===== src/rtl/rv32i_hazard_forward_unit_if.sv =====
// Decode-side view of the RV32i data-hazard unit: decode fields and redirect in,
// stall/forward selects and performance counters out.
interface rv32i_hazard_forward_unit_if #(
   parameter int N_STAGES   = 3,
   parameter int REG_ADDR_W = 5,
   parameter int CNT_W      = 32
);
   localparam int SEL_W = $clog2(N_STAGES + 1);

   logic                  dec_valid_i;
   logic [REG_ADDR_W-1:0] dec_rs1_i;
   logic [REG_ADDR_W-1:0] dec_rs2_i;
   logic                  dec_rs1_used_i;
   logic                  dec_rs2_used_i;
   logic [REG_ADDR_W-1:0] dec_rd_i;
   logic                  dec_rd_we_i;
   logic                  dec_is_load_i;
   logic                  flush_i;
   logic                  cnt_clr_i;
   logic                  stall_o;
   logic [SEL_W-1:0]      fwd_rs1_sel_o;
   logic [SEL_W-1:0]      fwd_rs2_sel_o;
   logic [CNT_W-1:0]      stall_cnt_o;
   logic [CNT_W-1:0]      flush_cnt_o;

   modport master (
      output dec_valid_i, dec_rs1_i, dec_rs2_i, dec_rs1_used_i, dec_rs2_used_i,
             dec_rd_i, dec_rd_we_i, dec_is_load_i, flush_i, cnt_clr_i,
      input  stall_o, fwd_rs1_sel_o, fwd_rs2_sel_o, stall_cnt_o, flush_cnt_o
   );

   modport slave (
      input  dec_valid_i, dec_rs1_i, dec_rs2_i, dec_rs1_used_i, dec_rs2_used_i,
             dec_rd_i, dec_rd_we_i, dec_is_load_i, flush_i, cnt_clr_i,
      output stall_o, fwd_rs1_sel_o, fwd_rs2_sel_o, stall_cnt_o, flush_cnt_o
   );
endinterface


===== src/rtl/rv32i_hazard_forward_unit.sv =====
// RV32i data-hazard unit: shadow scoreboard of in-flight destinations (EX..WB),
// forwarding-select / stall generation for the decode sources, and stall/flush counters.
module rv32i_hazard_forward_unit #(
   parameter int N_STAGES       = 3,
   parameter int REG_ADDR_W     = 5,
   parameter bit FWD_EN         = 1'b1,
   parameter int LOAD_FWD_STAGE = 2,
   parameter bit RF_BYPASS      = 1'b0,
   parameter int CNT_W          = 32
) (
   input  logic                      clk_i,
   input  logic                      resetn_i,
   rv32i_hazard_forward_unit_if.slave hz
);
   localparam int SEL_W = $clog2(N_STAGES + 1);

   typedef struct packed {
      logic                  valid;
      logic [REG_ADDR_W-1:0] rd;
      logic                  we;
      logic                  is_load;
   } sb_entry_t;

   sb_entry_t sb_q [1:N_STAGES];
   sb_entry_t sb_d [1:N_STAGES];

   logic [N_STAGES:1] match_rs1;
   logic [N_STAGES:1] match_rs2;
   logic [SEL_W-1:0]  win_rs1;
   logic [SEL_W-1:0]  win_rs2;
   logic              load_rs1;
   logic              load_rs2;
   logic              hazard_rs1;
   logic              hazard_rs2;
   logic              stall;
   logic              accept;

   logic [CNT_W-1:0]  stall_cnt_q, stall_cnt_d;
   logic [CNT_W-1:0]  flush_cnt_q, flush_cnt_d;

   // With a write-first register file the WB-stage value is already readable.
   always_comb begin
      // NOTE: every always_comb output gets a default first so no path leaves it unassigned (no latch).
      match_rs1 = '0;
      match_rs2 = '0;
      for (int k = 1; k <= N_STAGES; k++) begin
         if (sb_q[k].valid && sb_q[k].we && (sb_q[k].rd != '0) &&
             !(RF_BYPASS && (k == N_STAGES))) begin
            match_rs1[k] = hz.dec_valid_i && hz.dec_rs1_used_i && (sb_q[k].rd == hz.dec_rs1_i);
            match_rs2[k] = hz.dec_valid_i && hz.dec_rs2_used_i && (sb_q[k].rd == hz.dec_rs2_i);
         end
      end
   end

   // Walk from the oldest stage to the youngest so the lowest matching k wins.
   always_comb begin
      win_rs1  = '0;
      win_rs2  = '0;
      load_rs1 = 1'b0;
      load_rs2 = 1'b0;
      for (int k = N_STAGES; k >= 1; k--) begin
         if (match_rs1[k]) begin
            win_rs1  = SEL_W'(k);
            load_rs1 = sb_q[k].is_load;
         end
         if (match_rs2[k]) begin
            win_rs2  = SEL_W'(k);
            load_rs2 = sb_q[k].is_load;
         end
      end
   end

   always_comb begin
      if (FWD_EN) begin
         hazard_rs1 = load_rs1 && (win_rs1 != '0) && (int'(win_rs1) < LOAD_FWD_STAGE);
         hazard_rs2 = load_rs2 && (win_rs2 != '0) && (int'(win_rs2) < LOAD_FWD_STAGE);
      end else begin
         hazard_rs1 = |match_rs1;
         hazard_rs2 = |match_rs2;
      end
   end

   // A redirect discards the decode instruction, so there is nothing left to stall.
   assign stall  = resetn_i && !hz.flush_i && (hazard_rs1 || hazard_rs2);
   assign accept = hz.dec_valid_i && !stall && !hz.flush_i;

   assign hz.stall_o       = stall;
   assign hz.fwd_rs1_sel_o = (FWD_EN && resetn_i) ? win_rs1 : '0;
   assign hz.fwd_rs2_sel_o = (FWD_EN && resetn_i) ? win_rs2 : '0;
   assign hz.stall_cnt_o   = stall_cnt_q;
   assign hz.flush_cnt_o   = flush_cnt_q;

   // Back-end stages never hold; a stalled or flushed decode slot becomes a bubble.
   always_comb begin
      sb_d[1] = '0;
      if (accept) begin
         sb_d[1].valid   = 1'b1;
         sb_d[1].rd      = hz.dec_rd_i;
         sb_d[1].we      = hz.dec_rd_we_i;
         sb_d[1].is_load = hz.dec_is_load_i;
      end
      for (int k = 2; k <= N_STAGES; k++) begin
         sb_d[k] = sb_q[k-1];
      end
   end

   always_ff @(posedge clk_i or negedge resetn_i) begin
      if (!resetn_i) begin
         // NOTE: the scoreboard array is reset because its valid bits gate every hazard match.
         for (int k = 1; k <= N_STAGES; k++) begin
            sb_q[k] <= '0;
         end
      end else begin
         // NOTE: state registers use non-blocking assignments so all stages shift on the same edge.
         for (int k = 1; k <= N_STAGES; k++) begin
            sb_q[k] <= sb_d[k];
         end
      end
   end

   // Saturating counters; clear takes priority over increment.
   always_comb begin
      stall_cnt_d = stall_cnt_q;
      flush_cnt_d = flush_cnt_q;
      if (hz.cnt_clr_i) begin
         stall_cnt_d = '0;
         flush_cnt_d = '0;
      end else begin
         if (stall && !(&stall_cnt_q)) begin
            stall_cnt_d = stall_cnt_q + CNT_W'(1);
         end
         if (hz.flush_i && !(&flush_cnt_q)) begin
            flush_cnt_d = flush_cnt_q + CNT_W'(1);
         end
      end
   end

   always_ff @(posedge clk_i or negedge resetn_i) begin
      if (!resetn_i) begin
         stall_cnt_q <= '0;
         flush_cnt_q <= '0;
      end else begin
         stall_cnt_q <= stall_cnt_d;
         flush_cnt_q <= flush_cnt_d;
      end
   end
endmodule


===== src/flat_wrapper.sv =====
// flat-port wrapper written by rule: the top's interface ports become plain ports
module rv32i_hazard_forward_unit_flat 
#(
   parameter int N_STAGES       = 3,
   parameter int REG_ADDR_W     = 5,
   parameter bit FWD_EN         = 1'b1,
   parameter int LOAD_FWD_STAGE = 2,
   parameter bit RF_BYPASS      = 1'b0,
   parameter int CNT_W          = 32
)
  (clk_i, resetn_i, hz_dec_valid_i, hz_dec_rs1_i, hz_dec_rs2_i, hz_dec_rs1_used_i, hz_dec_rs2_used_i, hz_dec_rd_i, hz_dec_rd_we_i, hz_dec_is_load_i, hz_flush_i, hz_cnt_clr_i, hz_stall_o, hz_fwd_rs1_sel_o, hz_fwd_rs2_sel_o, hz_stall_cnt_o, hz_flush_cnt_o);
  rv32i_hazard_forward_unit_if #(.N_STAGES(N_STAGES), .REG_ADDR_W(REG_ADDR_W), .CNT_W(CNT_W)) hz_i ();
  input  logic clk_i;
  input  logic resetn_i;
  input wire logic [$bits(hz_i.dec_valid_i)-1:0] hz_dec_valid_i;
  input wire logic [$bits(hz_i.dec_rs1_i)-1:0] hz_dec_rs1_i;
  input wire logic [$bits(hz_i.dec_rs2_i)-1:0] hz_dec_rs2_i;
  input wire logic [$bits(hz_i.dec_rs1_used_i)-1:0] hz_dec_rs1_used_i;
  input wire logic [$bits(hz_i.dec_rs2_used_i)-1:0] hz_dec_rs2_used_i;
  input wire logic [$bits(hz_i.dec_rd_i)-1:0] hz_dec_rd_i;
  input wire logic [$bits(hz_i.dec_rd_we_i)-1:0] hz_dec_rd_we_i;
  input wire logic [$bits(hz_i.dec_is_load_i)-1:0] hz_dec_is_load_i;
  input wire logic [$bits(hz_i.flush_i)-1:0] hz_flush_i;
  input wire logic [$bits(hz_i.cnt_clr_i)-1:0] hz_cnt_clr_i;
  output wire logic [$bits(hz_i.stall_o)-1:0] hz_stall_o;
  output wire logic [$bits(hz_i.fwd_rs1_sel_o)-1:0] hz_fwd_rs1_sel_o;
  output wire logic [$bits(hz_i.fwd_rs2_sel_o)-1:0] hz_fwd_rs2_sel_o;
  output wire logic [$bits(hz_i.stall_cnt_o)-1:0] hz_stall_cnt_o;
  output wire logic [$bits(hz_i.flush_cnt_o)-1:0] hz_flush_cnt_o;
  assign hz_i.dec_valid_i = hz_dec_valid_i;
  assign hz_i.dec_rs1_i = hz_dec_rs1_i;
  assign hz_i.dec_rs2_i = hz_dec_rs2_i;
  assign hz_i.dec_rs1_used_i = hz_dec_rs1_used_i;
  assign hz_i.dec_rs2_used_i = hz_dec_rs2_used_i;
  assign hz_i.dec_rd_i = hz_dec_rd_i;
  assign hz_i.dec_rd_we_i = hz_dec_rd_we_i;
  assign hz_i.dec_is_load_i = hz_dec_is_load_i;
  assign hz_i.flush_i = hz_flush_i;
  assign hz_i.cnt_clr_i = hz_cnt_clr_i;
  assign hz_stall_o = hz_i.stall_o;
  assign hz_fwd_rs1_sel_o = hz_i.fwd_rs1_sel_o;
  assign hz_fwd_rs2_sel_o = hz_i.fwd_rs2_sel_o;
  assign hz_stall_cnt_o = hz_i.stall_cnt_o;
  assign hz_flush_cnt_o = hz_i.flush_cnt_o;
  rv32i_hazard_forward_unit #(.N_STAGES(N_STAGES), .REG_ADDR_W(REG_ADDR_W), .FWD_EN(FWD_EN), .LOAD_FWD_STAGE(LOAD_FWD_STAGE), .RF_BYPASS(RF_BYPASS), .CNT_W(CNT_W)) u_core (.clk_i(clk_i), .resetn_i(resetn_i), .hz(hz_i));
endmodule

===== config.mk =====
export PLATFORM = sky130hd
export DESIGN_NAME = rv32i_hazard_forward_unit_flat
export DESIGN_NICKNAME = d
export VERILOG_FILES = /design/src/rtl/rv32i_hazard_forward_unit_if.sv /design/src/rtl/rv32i_hazard_forward_unit.sv /design/src/flat_wrapper.sv
export SDC_FILE = /design/constraint.sdc
export NUM_CORES = 1
export LEC_CHECK = 0
export BUFFER_PORTS_ARGS = -buffer_cell sky130_fd_sc_hd__buf_2
export CORE_UTILIZATION = 51
export CTS_CLUSTER_SIZE = 14
export DETAILED_ROUTE_END_ITERATION = 8
export GPL_TIMING_DRIVEN = 0
export PLACE_DENSITY = 0.85
export SLEW_MARGIN = 20
export SYNTH_ARGS = -nofsm -noshare
export SYNTH_HDL_FRONTEND = slang
export SYNTH_SLANG_ARGS = --single-unit
export TNS_END_PERCENT = 50

===== constraint.sdc =====
create_clock -name clk_i -period 4.1 [get_ports clk_i]
set_clock_uncertainty 0.1 [all_clocks]
set_input_delay 0.205 -clock clk_i [delete_from_list [all_inputs] [get_ports clk_i]]
set_output_delay 0.205 -clock clk_i [all_outputs]
set_load 0.02 [all_outputs]

Word-level counts from Yosys, hierarchy flattened:

Index checks and enable logic that the tools add are counted.

* register bits: 88
* bits of input ports: 24
* logic and storage cells: 87

* add/sub/neg operators: 2
* order comparisons: 2
* eq/ne operators: 6
* multiplexer cells: 25
* reductions and logical operators: 38

Operators by type and width (count)
* $mux W32: 4
* $add A32 B1 Y32 const B: 2
* $reduce_and A32 Y1: 2
* $eq A5 B5 Y1: 6
* $logic_and A1 B1 Y1: 24
* $mux W2: 8
* $reduce_bool A5 Y1: 3
* $mux W1: 12
* $mux W8: 1
* $reduce_bool A2 Y1: 4
* $logic_not A1 Y1: 4
* $lt A2 B2 Y1 const B: 2
* $logic_or A1 B1 Y1: 1

Logic depth before layout (Yosys ltp):

Gate-level depths: netlist of the first run.

* depth after elaboration: 15
* depth in mapped cells: 9
* gate-level depth less buffers: 7

Least setup slack after synthesis of the first run:

OpenSTA, ideal clock, no wires.

* path type: reg-to-reg
* start point: register u_core.flush_cnt_q[0], in the netlist u_core.hz.flush_cnt_o[0]
* end point: register u_core.flush_cnt_q[29], in the netlist u_core.hz.flush_cnt_o[29]
* library setup time: 132 ps
* data arrival time: 2145 ps
* required time: 3868 ps
* slack: 1723 ps
* cell stages (with the launch flop): 10
* buffers on the path: 2
* clock period less this slack: 2377 ps
* cell sequence: dfrtp_1 -> ha_1 -> and3_1 -> buf_2 -> nor4bb_1 -> a31oi_1 -> clkbuf_1 -> nand4_1 -> xor2_1 -> nor2_1

* longest elaborated chain between the ends: 4
* elaborated cells on any way between the ends: 7
* classes of those cells: add/sub (1); mux (2); reduce/logical (4)

Ends and longest elaborated chain
* start, declared: line rv32i_hazard_forward_unit.sv:39 `logic [CNT_W-1:0] flush_cnt_q, flush_cnt_d;`
* start signal, assigned: line rv32i_hazard_forward_unit.sv:144 `flush_cnt_q <= flush_cnt_d;`
* parallel branches: the longest is 4 deep, another holds $add A32 B1 Y32

Parallel ways; which one is timed is not known. The select of a mux whose other input is x is not followed.
A chain may end at the register's enable or synchronous reset.

Worst setup path in the final report of the first run:

* start point: register u_core.sb_q, in the netlist u_core.sb_d[14]
* end point: output port hz_stall_o

* longest elaborated chain between the ends: 9
* elaborated cells on any way between the ends: 22
* classes of those cells: order compare (2); eq/ne (2); mux (6); reduce/logical (12)

Ends and longest elaborated chain
* start, declared: line rv32i_hazard_forward_unit.sv:24 `sb_entry_t sb_q [1:N_STAGES];`
* start signal, assigned by index: line rv32i_hazard_forward_unit.sv:116 `sb_q[k] <= sb_d[k];`
* parallel branches: the longest is 7 deep, another holds $lt A2 B2 Y1
* $logic_or A1 B1 Y1 (*): line rv32i_hazard_forward_unit.sv:84 `assign stall = resetn_i && !hz.flush_i && (hazard_rs1 || hazard_rs2);`
* $logic_and A1 B1 Y1 (*): line rv32i_hazard_forward_unit.sv:84
* end, declared: line flat_wrapper.sv:25 `output wire logic [$bits(hz_i.stall_o)-1:0] hz_stall_o;`

Mark *: on every way between the ends.

==> out/qor.log, run 1 <==
[outcome] result of the run finished, final reports clean
[drt] wire length per cell 15.8 µm
[floorplan] I/O pin total 93
[worst_setup_path] worst-path cell chain or3_1 -> o311a_1 -> and4_1 -> o21ai_2 -> clkbuf_1 -> inv_1 -> buf_2
[drt] total number of vias 4,123
[cts] deepest level of the CTS H-tree 3
[sta] Max Clk Rate 360 MHz
[layout] ANT cells 0
[global_route] global-route wire length before repair 17.8 mm
[synthesis] Avg Inst Size Synth 9.62 µm²
[worst_setup_path] critical path launch point type register
[sta] worst max-slew margin expressed relative to the limit 47.6%
[cts] maximum clock path buffer count 2
[worst_setup_path] signal arrival time at the worst endpoint 2.47 ns
[worst_setup_path] r2r startpoint u_core.hz.flush_cnt_o[0]
[drt] Detailed Route WL 11.0 mm
[placed_design] final weighted congestion in routability-driven placement 0.920
[layout] area used by sequential logic in the layout 0.00215 mm²
[worst_setup_path] crit path buf inv count 3
[synthesis] total nets after synthesis 497
[synthesis] synthesized area 0.00453 mm²
[drt] Initial DRT Pass Iterations 4
[synthesis] portion of the post-synthesis area used by sequential elements 47.5%
[cts] post-CTS setup buffer count 0
[worst_setup_path] number of cells traversed by the worst register-to-register path 9
[synthesis] flop and latch count out of synthesis 86
[pwr] combinational fraction of design power 6.4%
[placed_design] total cell area at the placement stage 0.00515 mm²
[synthesis] Yosys Warn Count 0
[drt] number of design-rule violations left by the first detailed-router iteration 245
[floorplan] DIE AREA 0.00926 mm²
[layout] fillcell total 732
[pwr] clock share of power 39.3%
[worst_hold_path] HP Class in2reg
[drt] via density per instance 5.93
[pwr] leakage dissipation 0.00248 µW
[global_route] met2 track demand over resource 41.8%
[global_route] grt peak-use layer met2
[cts] number of clock sinks 86
[synthesis] fraction of post-synthesis cell area in the top cell type by area 47.5%
[layout] final core utilization 62.6%
[cts] TritonCTS clock tree built
[cts] Clock Tree Root sky130_fd_sc_hd__clkbuf_8
[pwr] Internal Pwr Total 1240 µW
[global_route] Global Route met1 Usage 32.4%
[sta] minimum clock period after layout 2.78 ns
[floorplan] x dimension of the die 96.3 µm
[layout] most frequent standard cell in the layout excluding fill and tap cells sky130_fd_sc_hd__buf_2
[floorplan] Core ar. 0.00868 mm²
[worst_setup_path] CP max FO 10
[pwr] ratio of total power to cell area 295 mW/mm²
[synthesis] post-synth cell types 45
[pwr] Peak supply drop 0.000230 V
[drt] ANT nets after route 0
[flow_run] Max Cap Viol 0
[worst_hold_path] hold path depth 3
[global_route] met3 demand-to-capacity share in global routing 4.27%
[worst_setup_path] stages on the worst setup path 7
[worst_hold_path] hold path startpoint hz_cnt_clr_i
[sta] setup violators final 0
[cts] CTS clk-pin slew, worst paths 0.09 ns
[placed_design] placed cell count 672
[placed_design] quantity of I/O buffers inserted on ports 92
[global_route] maximum number of pins on one net before global-route repair 48
[drt] residual DRC count 0
[pwr] P_sw 364 µW
[layout] summed area of non-filler cells in the final layout 0.00543 mm²
[layout] top library cells by usage in the layout, fill and taps aside 96 x sky130_fd_sc_hd__buf_2, 86 x sky130_fd_sc_hd__dfrtp_1, 42 x sky130_fd_sc_hd__nor2_1, 32 x sky130_fd_sc_hd__xor2_1, 31 x sky130_fd_sc_hd__a21oi_1
[worst_setup_path] largest stage delay on the critical path 0.43 ns
[pwr] Flop pwr share 54.4%
[placed_design] total half-perimeter wirelength after legalization and detailed placement 7.98 mm
[global_route] aggregate global routing overflow 0
[layout] growth of design area from synthesis to finish 19.9%
[floorplan] standard-cell row count 34
[global_route] via count of the first global-routing pass 3,752
[layout] number of nets in the final layout 609
[worst_setup_path] slowest cell on the critical path sky130_fd_sc_hd__dfrtp_1
[worst_setup_path] critical path start-end classification reg2out
[cts] later-pin clock latency in the skew report 0.35 ns
[layout] non-filler instance count after layout 695
[worst_setup_path] Data required, critical path 3.80 ns
[layout] fraction of final layout cells with drive strength greater than 1 20.4%
[global_route] GRT Resource Usage Total 24.9%
[sta] setup repair after global routing missed its margin false
[synthesis] cells after synthesis 471
[pwr] switching share of power 22.7%
[cts] clock buffers created by TritonCTS 9
[worst_setup_path] Critical Path End Type primary output
[worst_setup_path] launching element of the worst setup path u_core.sb_d[14]
[sta] total negative slack 0 ns
[layout] area taken by multi-input logic gates 0.00227 mm²
[sta] transition time at the pin with the least slew margin 0.781 ns
[floorplan] die outline height 96.3 µm
[worst_setup_path] CP delay by family, top simple AND/OR/NAND/NOR gates
[sta] share of the clock period used by the worst path after layout 67.7%
[synthesis] largest cells by area after synthesis sky130_fd_sc_hd__dfrtp_1 48%, sky130_fd_sc_hd__xor2_1 6.2%, sky130_fd_sc_hd__xnor2_1 4.8%, sky130_fd_sc_hd__nand4_1 3.7%, sky130_fd_sc_hd__nor2_1 3.5%
[synthesis] area leader, netlist sky130_fd_sc_hd__dfrtp_1
[sta] Slew Viols, Final 0
[global_route] number of antenna violations at the first check in global routing 0
[sta] number of hold violations in the final report 0
[floorplan] effective utilization at floorplan 52.2%
power groups by stage:
stage	registers, µW	logic [µW]	clock network [µW]
2_1_floorplan	887	43.6	0
3_3_place_gp	888	92.0	0
3_5_place_dp	888	96.8	0
4_1_cts	872	103	640
5_1_grt	873	112	671
6_report	872	102	629
per-stage QoR:
step	hold WS, ns	power [µW]	worst slack (ns)
2_1_floorplan	-0.191	930	1.72
3_3_place_gp	0.263	980	0.695
3_5_place_dp	0.163	985	1.43
4_1_cts	0.166	1610	1.32
5_1_grt	0.170	1660	1.11
6_report	0.177	1600	1.32
sequential cells by signal (all words and copies together) (netlist names):
signal,flops
u_core.sb_d,15
u_core.sb_q,7
u_core.hz.stall_cnt_o,32
u_core.hz.flush_cnt_o,32
kinds of logic after synthesis:
family / share of synthesized area [%]
multiplexers: 1.46
buffers and inverters: 2.29
AND/OR/NAND/NOR: 27.8
adder cells (fa/ha/maj): 0.552
AO/OA/AOI/OAI: 9.42
flip-flops: 47.5
XOR/XNOR: 11.0
layout make-up:
type	count	share of cell area (%)
Buffer	21	1.57
Clock buffer	11	2.42
Clock inverter	4	1.34
Sequential cell	86	39.6
Timing Repair Buffer	101	10.4
Multi-Input combinational cell	359	41.9
Inverter	5	0.345
Tap cell	108	2.49
synthesized netlist by cell type:
library cell,count
sky130_fd_sc_hd__a31oi_1,1
sky130_fd_sc_hd__nand4_2,1
sky130_fd_sc_hd__nand4_1,27
sky130_fd_sc_hd__nand3_2,1
sky130_fd_sc_hd__and2_1,12
sky130_fd_sc_hd__and3_1,14
sky130_fd_sc_hd__nand4b_1,1
sky130_fd_sc_hd__o311a_1,2
sky130_fd_sc_hd__xor2_1,32
sky130_fd_sc_hd__or2_4,1
sky130_fd_sc_hd__nand2_1,26
sky130_fd_sc_hd__a21oi_1,31
sky130_fd_sc_hd__o211ai_1,1
sky130_fd_sc_hd__or4_1,15
sky130_fd_sc_hd__and4_1,6
sky130_fd_sc_hd__a41oi_1,1
sky130_fd_sc_hd__o31ai_1,13
sky130_fd_sc_hd__or4b_1,1
sky130_fd_sc_hd__nor3b_1,1
sky130_fd_sc_hd__or3b_1,1
sky130_fd_sc_hd__nand3_1,30
sky130_fd_sc_hd__a211oi_1,3
sky130_fd_sc_hd__nor2_1,42
sky130_fd_sc_hd__nor2b_1,6
sky130_fd_sc_hd__nand2b_1,2
sky130_fd_sc_hd__and4_2,1
sky130_fd_sc_hd__mux2i_1,1
sky130_fd_sc_hd__nor4b_1,1
sky130_fd_sc_hd__nor4_1,7
sky130_fd_sc_hd__mux2_1,3
sky130_fd_sc_hd__mux2_2,2
sky130_fd_sc_hd__o21ai_0,18
sky130_fd_sc_hd__a32o_1,1
sky130_fd_sc_hd__inv_1,5
sky130_fd_sc_hd__ha_1,2
sky130_fd_sc_hd__o21ai_2,1
sky130_fd_sc_hd__dfrtp_1,86
sky130_fd_sc_hd__nor4_4,1
sky130_fd_sc_hd__clkbuf_1,16
sky130_fd_sc_hd__or3b_2,1
sky130_fd_sc_hd__or3_1,17
sky130_fd_sc_hd__xnor2_1,25
sky130_fd_sc_hd__buf_2,5
sky130_fd_sc_hd__nor3_1,6
sky130_fd_sc_hd__nor4bb_1,1
worst min-delay path, stage by stage:
cell and delay (ns):
sky130_fd_sc_hd__buf_2 0.15, sky130_fd_sc_hd__nor2b_1 0.11, sky130_fd_sc_hd__mux2_1 0.12
final timing paths:
path,to,slack (ns)
hold / removal,u_core.hz.stall_cnt_o[11],0.18
hold reg to reg,u_core.sb_q[7],0.28
setup / recovery,hz_stall_o,1.32
min in group asynchronous,u_core.hz.stall_cnt_o[8],0.30
setup reg to reg,u_core.hz.flush_cnt_o[29],1.38
max in group asynchronous,u_core.hz.flush_cnt_o[12],2.95
metal layers:
metal | part of all wire, % | vias to the layer above
met2 | 49 | 154
met1 | 44 | 2009
met4 | 1.4 | 0
met3 | 5.8 | 16
met5 | 0 | -
li1 | - | 1944
repair_timing:
| action | in CTS | in global routing |
|---|---|---|
| hold buffers | 8 | 0 |
| hold endpoints to repair | 53 | 0 |
| resized for setup | 0 | 0 |
(Power assumes the default switching activity.)
==> inputs of run 2 (changes only) <==
clock period = 2.8 ns   (was 4.1 ns; I/O delays follow)
==> run 2 against run 1 <==
Compared with the run above:
- via count is 0.12% lower
- hold slack worse by 0.065 ns
- sequential share of layout area is 0.082 points lower
- critical endpoint unchanged
- largest cell class unchanged
==> out/qor.log, run 2 (same netlist as run 1, synthesis figures left out) <==
[outcome] result of the run finished, final reports clean [unchanged]
[drt] Detailed Route WL 11.0 mm [about the same]
[worst_setup_path] Critical Path End Type primary output [unchanged]
[layout] fraction of final layout cells with drive strength greater than 1 20.8% [was 20.4%]
[worst_setup_path] critical path start-end classification reg2out [unchanged]
[cts] maximum clock path buffer count 2 [unchanged]
[worst_setup_path] critical path launch point type register [unchanged]
[floorplan] Core ar. 0.00868 mm² [unchanged]
[layout] growth of design area from synthesis to finish 20.2% [was 19.9%]
[floorplan] DIE AREA 0.00926 mm² [unchanged]
[cts] number of clock sinks 86 [unchanged]
[worst_hold_path] HP Class in2reg [unchanged]
[worst_setup_path] r2r startpoint u_core.hz.flush_cnt_o[0] [unchanged]
[layout] top library cells by usage in the layout, fill and taps aside 96 x sky130_fd_sc_hd__buf_2, 86 x sky130_fd_sc_hd__dfrtp_1, 42 x sky130_fd_sc_hd__nor2_1, 32 x sky130_fd_sc_hd__xor2_1, 31 x sky130_fd_sc_hd__a21oi_1 [unchanged]
[cts] deepest level of the CTS H-tree 3 [unchanged]
[cts] clock buffers created by TritonCTS 9 [unchanged]
[pwr] leakage dissipation 0.00249 µW [was 0.00248 µW]
[drt] wire length per cell 15.8 µm [about the same]
[layout] final core utilization 62.7% [was 62.6%]
[layout] summed area of non-filler cells in the final layout 0.00544 mm² [was 0.00543 mm²]
[layout] number of nets in the final layout 609 [unchanged]
[sta] number of hold violations in the final report 0 [unchanged]
[layout] most frequent standard cell in the layout excluding fill and tap cells sky130_fd_sc_hd__buf_2 [unchanged]
[worst_setup_path] worst-path cell chain or3_1 -> o311a_1 -> and4_1 -> o21ai_2 -> clkbuf_1 -> inv_1 -> buf_2 [unchanged]
[worst_setup_path] CP max FO 10 [unchanged]
[drt] residual DRC count 0 [unchanged]
[worst_setup_path] slowest cell on the critical path sky130_fd_sc_hd__dfrtp_1 [unchanged]
[layout] area taken by multi-input logic gates 0.00228 mm² [was 0.00227 mm²]
[global_route] via count of the first global-routing pass 3,752 [unchanged]
[floorplan] x dimension of the die 96.3 µm [unchanged]
[cts] TritonCTS clock tree built [unchanged]
[pwr] Overall Power 2350 µW [was 1600 µW]
[layout] fillcell total 733 [was 732]
[floorplan] effective utilization at floorplan 52.2% [unchanged]
[worst_setup_path] slack of the worst reg-to-reg path 0.19 ns [was 1.38 ns]
[flow_run] Max Cap Viol 0 [unchanged]
[global_route] global-route wire length before repair 17.8 mm [unchanged]
[sta] share of the clock period used by the worst path after layout 96.9%
[floorplan] die outline height 96.3 µm [unchanged]
[floorplan] I/O pin total 93 [unchanged]
[global_route] maximum number of pins on one net before global-route repair 48 [unchanged]
[drt] ANT nets after route 0 [unchanged]
[placed_design] total cell area at the placement stage 0.00515 mm² [unchanged]
[sta] setup violators final 0 [unchanged]
[sta] setup repair after global routing missed its margin true [was false]
[drt] number of design-rule violations left by the first detailed-router iteration 238 [was 245]
[cts] CTS clk-pin slew, worst paths 0.09 ns [about the same]
[sta] minimum clock period after layout 2.71 ns
[placed_design] worst setup slack before clock tree synthesis 0.128 ns [was 1.43 ns]
[sta] transition time at the pin with the least slew margin 0.782 ns [was 0.781 ns]
[worst_setup_path] launching element of the worst setup path u_core.sb_d[14] [unchanged]
[global_route] aggregate global routing overflow 0 [unchanged]
[pwr] ratio of total power to cell area 431 mW/mm² [was 295 mW/mm²]
[sta] post-route worst hold slack 0.112 ns [was 0.177 ns]
[placed_design] final weighted congestion in routability-driven placement 0.920 [unchanged]
[placed_design] total half-perimeter wirelength after legalization and detailed placement 7.98 mm [unchanged]
[worst_hold_path] hold path startpoint hz_cnt_clr_i [unchanged]
[global_route] GRT Resource Usage Total 24.9% [unchanged]
[worst_setup_path] Data required, critical path 2.56 ns [was 3.80 ns]
[global_route] number of antenna violations at the first check in global routing 0 [unchanged]
[drt] Initial DRT Pass Iterations 4 [unchanged]
[drt] via density per instance 5.93 [about the same]
[sta] Max Clk Rate 369 MHz
[placed_design] quantity of I/O buffers inserted on ports 92 [unchanged]
[sta] Slew Viols, Final 0 [unchanged]
[sta] worst max-slew margin expressed relative to the limit 47.6% [about the same]
[worst_setup_path] largest stage delay on the critical path 0.43 ns [about the same]
[layout] ANT cells 0 [unchanged]
[cts] Clock Tree Root sky130_fd_sc_hd__clkbuf_8 [unchanged]
[pwr] Peak supply drop 0.000337 V [was 0.000230 V]
[sta] setup slack of the critical path after layout 0.0871 ns [was 1.32 ns]
[layout] area used by sequential logic in the layout 0.00215 mm² [unchanged]
[drt] total number of vias 4,118 [was 4,123]
[worst_setup_path] signal arrival time at the worst endpoint 2.47 ns [about the same]
[cts] later-pin clock latency in the skew report 0.35 ns [about the same]
[floorplan] standard-cell row count 34 [unchanged]
## run 2: cell counts in the layout (fill, tap and decap cells not counted)
No cell type changed its count.
## run 2: cell type report
class                           count  area share (%)
Sequential cell                    86            39.5
Clock inverter                      4            1.33
Clock buffer                       11            2.41
Timing Repair Buffer              101            10.4
Multi-Input combinational cell    359            41.9
Inverter                            5           0.345
Buffer                             21            1.59
Tap cell                          108            2.48
## run 2: critical path: cells and delay by family (launching register included)
kind,cells,cell delay (ns)
AND/OR/NAND/NOR,2,0.64
buffers and inverters,3,0.58
AO/OA/AOI/OAI,2,0.48
flip-flops,1,0.43
## run 2: timing repair
action,4_1_cts,5_1_grt
setup endpoints to repair,0,23
gates resized for setup,0,4
endpoints found under the hold margin,53,0
hold buffers,8,0
buffers inserted,0,0
## run 2: per-stage QoR
step / TNS [ns] / cells
after floorplan: 0 / 471
after global placement: -14.67 / 671
after detailed placement: 0 / 672
after CTS: 0 / 695
after global routing: -0.0704 / 695
final: 0 / 695
## run 2: metal layers
metal  vias up  global-route usage [%]  share of wire [%]
li1       1946                       -                  -
met1      2000                    32.4                 44
met2       158                    41.8                 49
met3        14                    4.27                6.0
met4         0                    8.58                1.2
met5         -                       0                  0
## run 2: where the power goes
group,internal (µW),switching (µW)
combinational,60.7,89.2
sequential,1260,20.0
clock,497,423
total,1810,532
## run 2: final timing paths
| check | to | depth (start not counted) |
|---|---|---|
| max | hz_stall_o | 7 |
| min | u_core.hz.stall_cnt_o[11] | 3 |
| max reg2reg | u_core.hz.flush_cnt_o[20] | 8 |
| min reg2reg | u_core.sb_q[7] | 0 |
| max in group asynchronous | u_core.sb_d[9] | 3 |
| min in group asynchronous | u_core.hz.stall_cnt_o[8] | 2 |
==> inputs of run 3 (changes only) <==
--- a/config.mk
+++ b/config.mk
@@ -8,4 +8,5 @@
 export BUFFER_PORTS_ARGS = -buffer_cell sky130_fd_sc_hd__buf_2
 export CORE_UTILIZATION = 51
+export CTS_CLUSTER_DIAMETER = 120
 export CTS_CLUSTER_SIZE = 14
 export DETAILED_ROUTE_END_ITERATION = 8
==> constraint.sdc (replaced) <==
create_clock -name clk_i -period 2.8 [get_ports clk_i]
set_clock_uncertainty 0.1 [all_clocks]
set_input_delay 0.28 -clock clk_i [delete_from_list [all_inputs] [get_ports clk_i]]
set_output_delay 0.28 -clock clk_i [all_outputs]
set_load 0.02 [all_outputs]
==> run 3 against run 2 <==
Compared with the run above:
- power fell by 0.16%
- die area did not move
- fmax rose by 2.6%
- routed wire length barely moved
- non-clock buffer count fell by 6
- flip-flop and latch count did not move
- final cell count fell by 0.86%
- global-route usage rose by 0.085 points
- first-iteration DRC count fell by 10%
==> out/qor.log, run 3 (same netlist as run 1, synthesis figures left out) <==
[outcome] result of the run finished, final reports clean [unchanged]
[drt] via density per instance 5.94 [was 5.93]
[worst_setup_path] number of cells traversed by the worst register-to-register path 8 [unchanged]
[sta] setup violators final 0 [unchanged]
[flow_run] Max Cap Viol 0 [unchanged]
[sta] setup repair after global routing missed its margin false [was true]
[cts] TritonCTS clock tree built [unchanged]
[sta] Max Clk Rate 378 MHz [was 369 MHz]
[layout] top library cells by usage in the layout, fill and taps aside 96 x sky130_fd_sc_hd__buf_2, 86 x sky130_fd_sc_hd__dfrtp_1, 42 x sky130_fd_sc_hd__nor2_1, 32 x sky130_fd_sc_hd__xor2_1, 31 x sky130_fd_sc_hd__a21oi_1 [unchanged]
[worst_hold_path] HP Class in2reg [unchanged]
[sta] post-route worst hold slack 0.0361 ns [was 0.112 ns]
[cts] later-pin clock latency in the skew report 0.35 ns [about the same]
[worst_setup_path] CP max FO 10 [unchanged]
[cts] Clock Tree Root sky130_fd_sc_hd__clkbuf_8 [unchanged]
[cts] deepest level of the CTS H-tree 3 [unchanged]
[floorplan] standard-cell row count 34 [unchanged]
[pwr] leakage dissipation 0.00247 µW [was 0.00249 µW]
[layout] final core utilization 62.3% [was 62.7%]
[floorplan] x dimension of the die 96.3 µm [unchanged]
[cts] post-CTS setup buffer count 0 [unchanged]
[pwr] ratio of total power to cell area 433 mW/mm² [was 431 mW/mm²]
[sta] number of hold violations in the final report 0 [unchanged]
[worst_setup_path] critical path launch point type register [unchanged]
[floorplan] die outline height 96.3 µm [unchanged]
[floorplan] DIE AREA 0.00926 mm² [unchanged]
[cts] maximum clock path buffer count 2 [unchanged]
[drt] Initial DRT Pass Iterations 4 [unchanged]
[placed_design] total half-perimeter wirelength after legalization and detailed placement 7.98 mm [unchanged]
[drt] wire length per cell 16.0 µm [was 15.8 µm]
[layout] number of nets in the final layout 603 [was 609]
[drt] residual DRC count 0 [unchanged]
[global_route] via count of the first global-routing pass 3,746 [was 3,752]
[sta] minimum clock period after layout 2.64 ns [was 2.71 ns]
[layout] most frequent standard cell in the layout excluding fill and tap cells sky130_fd_sc_hd__buf_2 [unchanged]
[worst_setup_path] critical path start-end classification reg2out [unchanged]
[layout] ANT cells 0 [unchanged]
[worst_setup_path] Data required, critical path 2.42 ns [was 2.56 ns]
[global_route] aggregate global routing overflow 0 [unchanged]
[drt] number of design-rule violations left by the first detailed-router iteration 214 [was 238]
[cts] clock buffers created by TritonCTS 9 [unchanged]
[layout] fillcell total 737 [was 733]
[cts] CTS clk-pin slew, worst paths 0.08 ns [was 0.09 ns]
[floorplan] effective utilization at floorplan 52.2% [unchanged]
[global_route] number of antenna violations at the first check in global routing 0 [unchanged]
[layout] fraction of final layout cells with drive strength greater than 1 21.3% [was 20.8%]
[cts] number of clock sinks 86 [unchanged]
[layout] growth of design area from synthesis to finish 19.3% [was 20.2%]
[global_route] GRT Resource Usage Total 25.0% [was 24.9%]
[worst_setup_path] launching element of the worst setup path u_core.sb_d[14] [unchanged]
[global_route] global-route wire length before repair 17.9 mm [was 17.8 mm]
[drt] total number of vias 4,094 [was 4,118]
[worst_setup_path] slack of the worst reg-to-reg path 0.18 ns [was 0.19 ns]
[floorplan] I/O pin total 93 [unchanged]
[sta] transition time at the pin with the least slew margin 0.784 ns [was 0.782 ns]
[worst_setup_path] r2r startpoint u_core.hz.flush_cnt_o[0] [unchanged]
[global_route] maximum number of pins on one net before global-route repair 47 [was 48]
[worst_setup_path] crit path to hz_stall_o [unchanged]
[placed_design] quantity of I/O buffers inserted on ports 92 [unchanged]
[floorplan] Core ar. 0.00868 mm² [unchanged]
[worst_setup_path] signal arrival time at the worst endpoint 2.26 ns [was 2.47 ns]
[sta] share of the clock period used by the worst path after layout 94.4% [was 96.9%]
[placed_design] final weighted congestion in routability-driven placement 0.920 [unchanged]
[drt] ANT nets after route 0 [unchanged]
[worst_setup_path] Critical R2R Capture u_core.hz.flush_cnt_o[20] [unchanged]
[sta] Slew Viols, Final 0 [unchanged]
[pwr] Peak supply drop 0.000333 V [was 0.000337 V]
[sta] worst max-slew margin expressed relative to the limit 47.4% [was 47.6%]
[worst_setup_path] Critical Path End Type primary output [unchanged]
[drt] Detailed Route WL 11.0 mm [about the same]
-- run 3: cell count changes in the layout (fill, tap and decap cells not counted), sizes merged --
cell	before	now
buf	98	100
clkbuf	27	26
dlygate4sd3	8	1
-- run 3: repair_timing --
item                                   in CTS  in global routing
hold buffers                                2                  0
setup endpoints to repair                   1                  9
endpoints found under the hold margin      46                  0
gates resized for setup                     1                  7
-- run 3: critical path, stage by stage (launching register included) --
cell                      delay [ns]
sky130_fd_sc_hd__dfrtp_1        0.43
sky130_fd_sc_hd__or3_1          0.40
sky130_fd_sc_hd__o311a_1        0.35
sky130_fd_sc_hd__and4_1         0.23
sky130_fd_sc_hd__o21ai_2        0.14
sky130_fd_sc_hd__buf_6          0.19
sky130_fd_sc_hd__inv_1          0.04
sky130_fd_sc_hd__buf_2          0.15
-- run 3: per-stage QoR --
stage               cell area [µm²]  total power, µW  std cells  setup TNS, ns  worst slack, ns
detailed placement             5150             1440        672              0            0.128
CTS                            5390             2360        689              0           0.0526
global route                   5410             2430        689              0           0.0326
global placement               5130             1430        671         -20.55           -0.680
floorplan                      4530             1360        471              0            0.423
finish                         5410             2340        689              0            0.157
-- run 3: area by class of cell --
| cell class | instances | area, µm² | area share (%) |
|---|---|---|---|
| clock buffer | 11 | 131 | 2.43 |
| tap | 108 | 135 | 2.50 |
| inverter | 5 | 18.8 | 0.347 |
| multi-input combinational | 359 | 2280 | 42.2 |
| clock inverter | 4 | 72.6 | 1.34 |
| timing repair buffer | 95 | 520 | 9.63 |
| buffer | 21 | 93.8 | 1.74 |
| sequential | 86 | 2150 | 39.8 |
-- run 3: worst min path at each step --
stage,startpoint,to,slack [ns],depth (start not counted)
2_1_floorplan,resetn_i,u_core.hz.flush_cnt_o[0],-0.12,0
3_3_place_gp,u_core.sb_d[7],u_core.sb_q[7],0.26,0
3_5_place_dp,resetn_i,u_core.hz.stall_cnt_o[8],0.24,1
4_1_cts,hz_dec_rd_i[2],u_core.sb_d[12],0.02,2
5_1_grt,hz_dec_rd_i[1],u_core.sb_d[11],0.02,2
6_report,hz_dec_rd_i[2],u_core.sb_d[12],0.04,2
-- run 3: power by group --
group	internal [µW]	total (µW)	switching, µW
logic	58.0	147	89.2
clock network	497	919	422
registers	1260	1280	20.1
total	1810	2340	531
-- run 3: metal layers --
metal / part of all wire, % / track usage (%) / vias up / routed length (µm)
met5: 0 / 0 / - / 0
met4: 1.6 / 9.08 / 0 / 181
met3: 6.1 / 4.50 / 18 / 671
met2: 48 / 41.5 / 158 / 5320
met1: 44 / 32.5 / 1988 / 4850
li1: - / - / 1930 / -
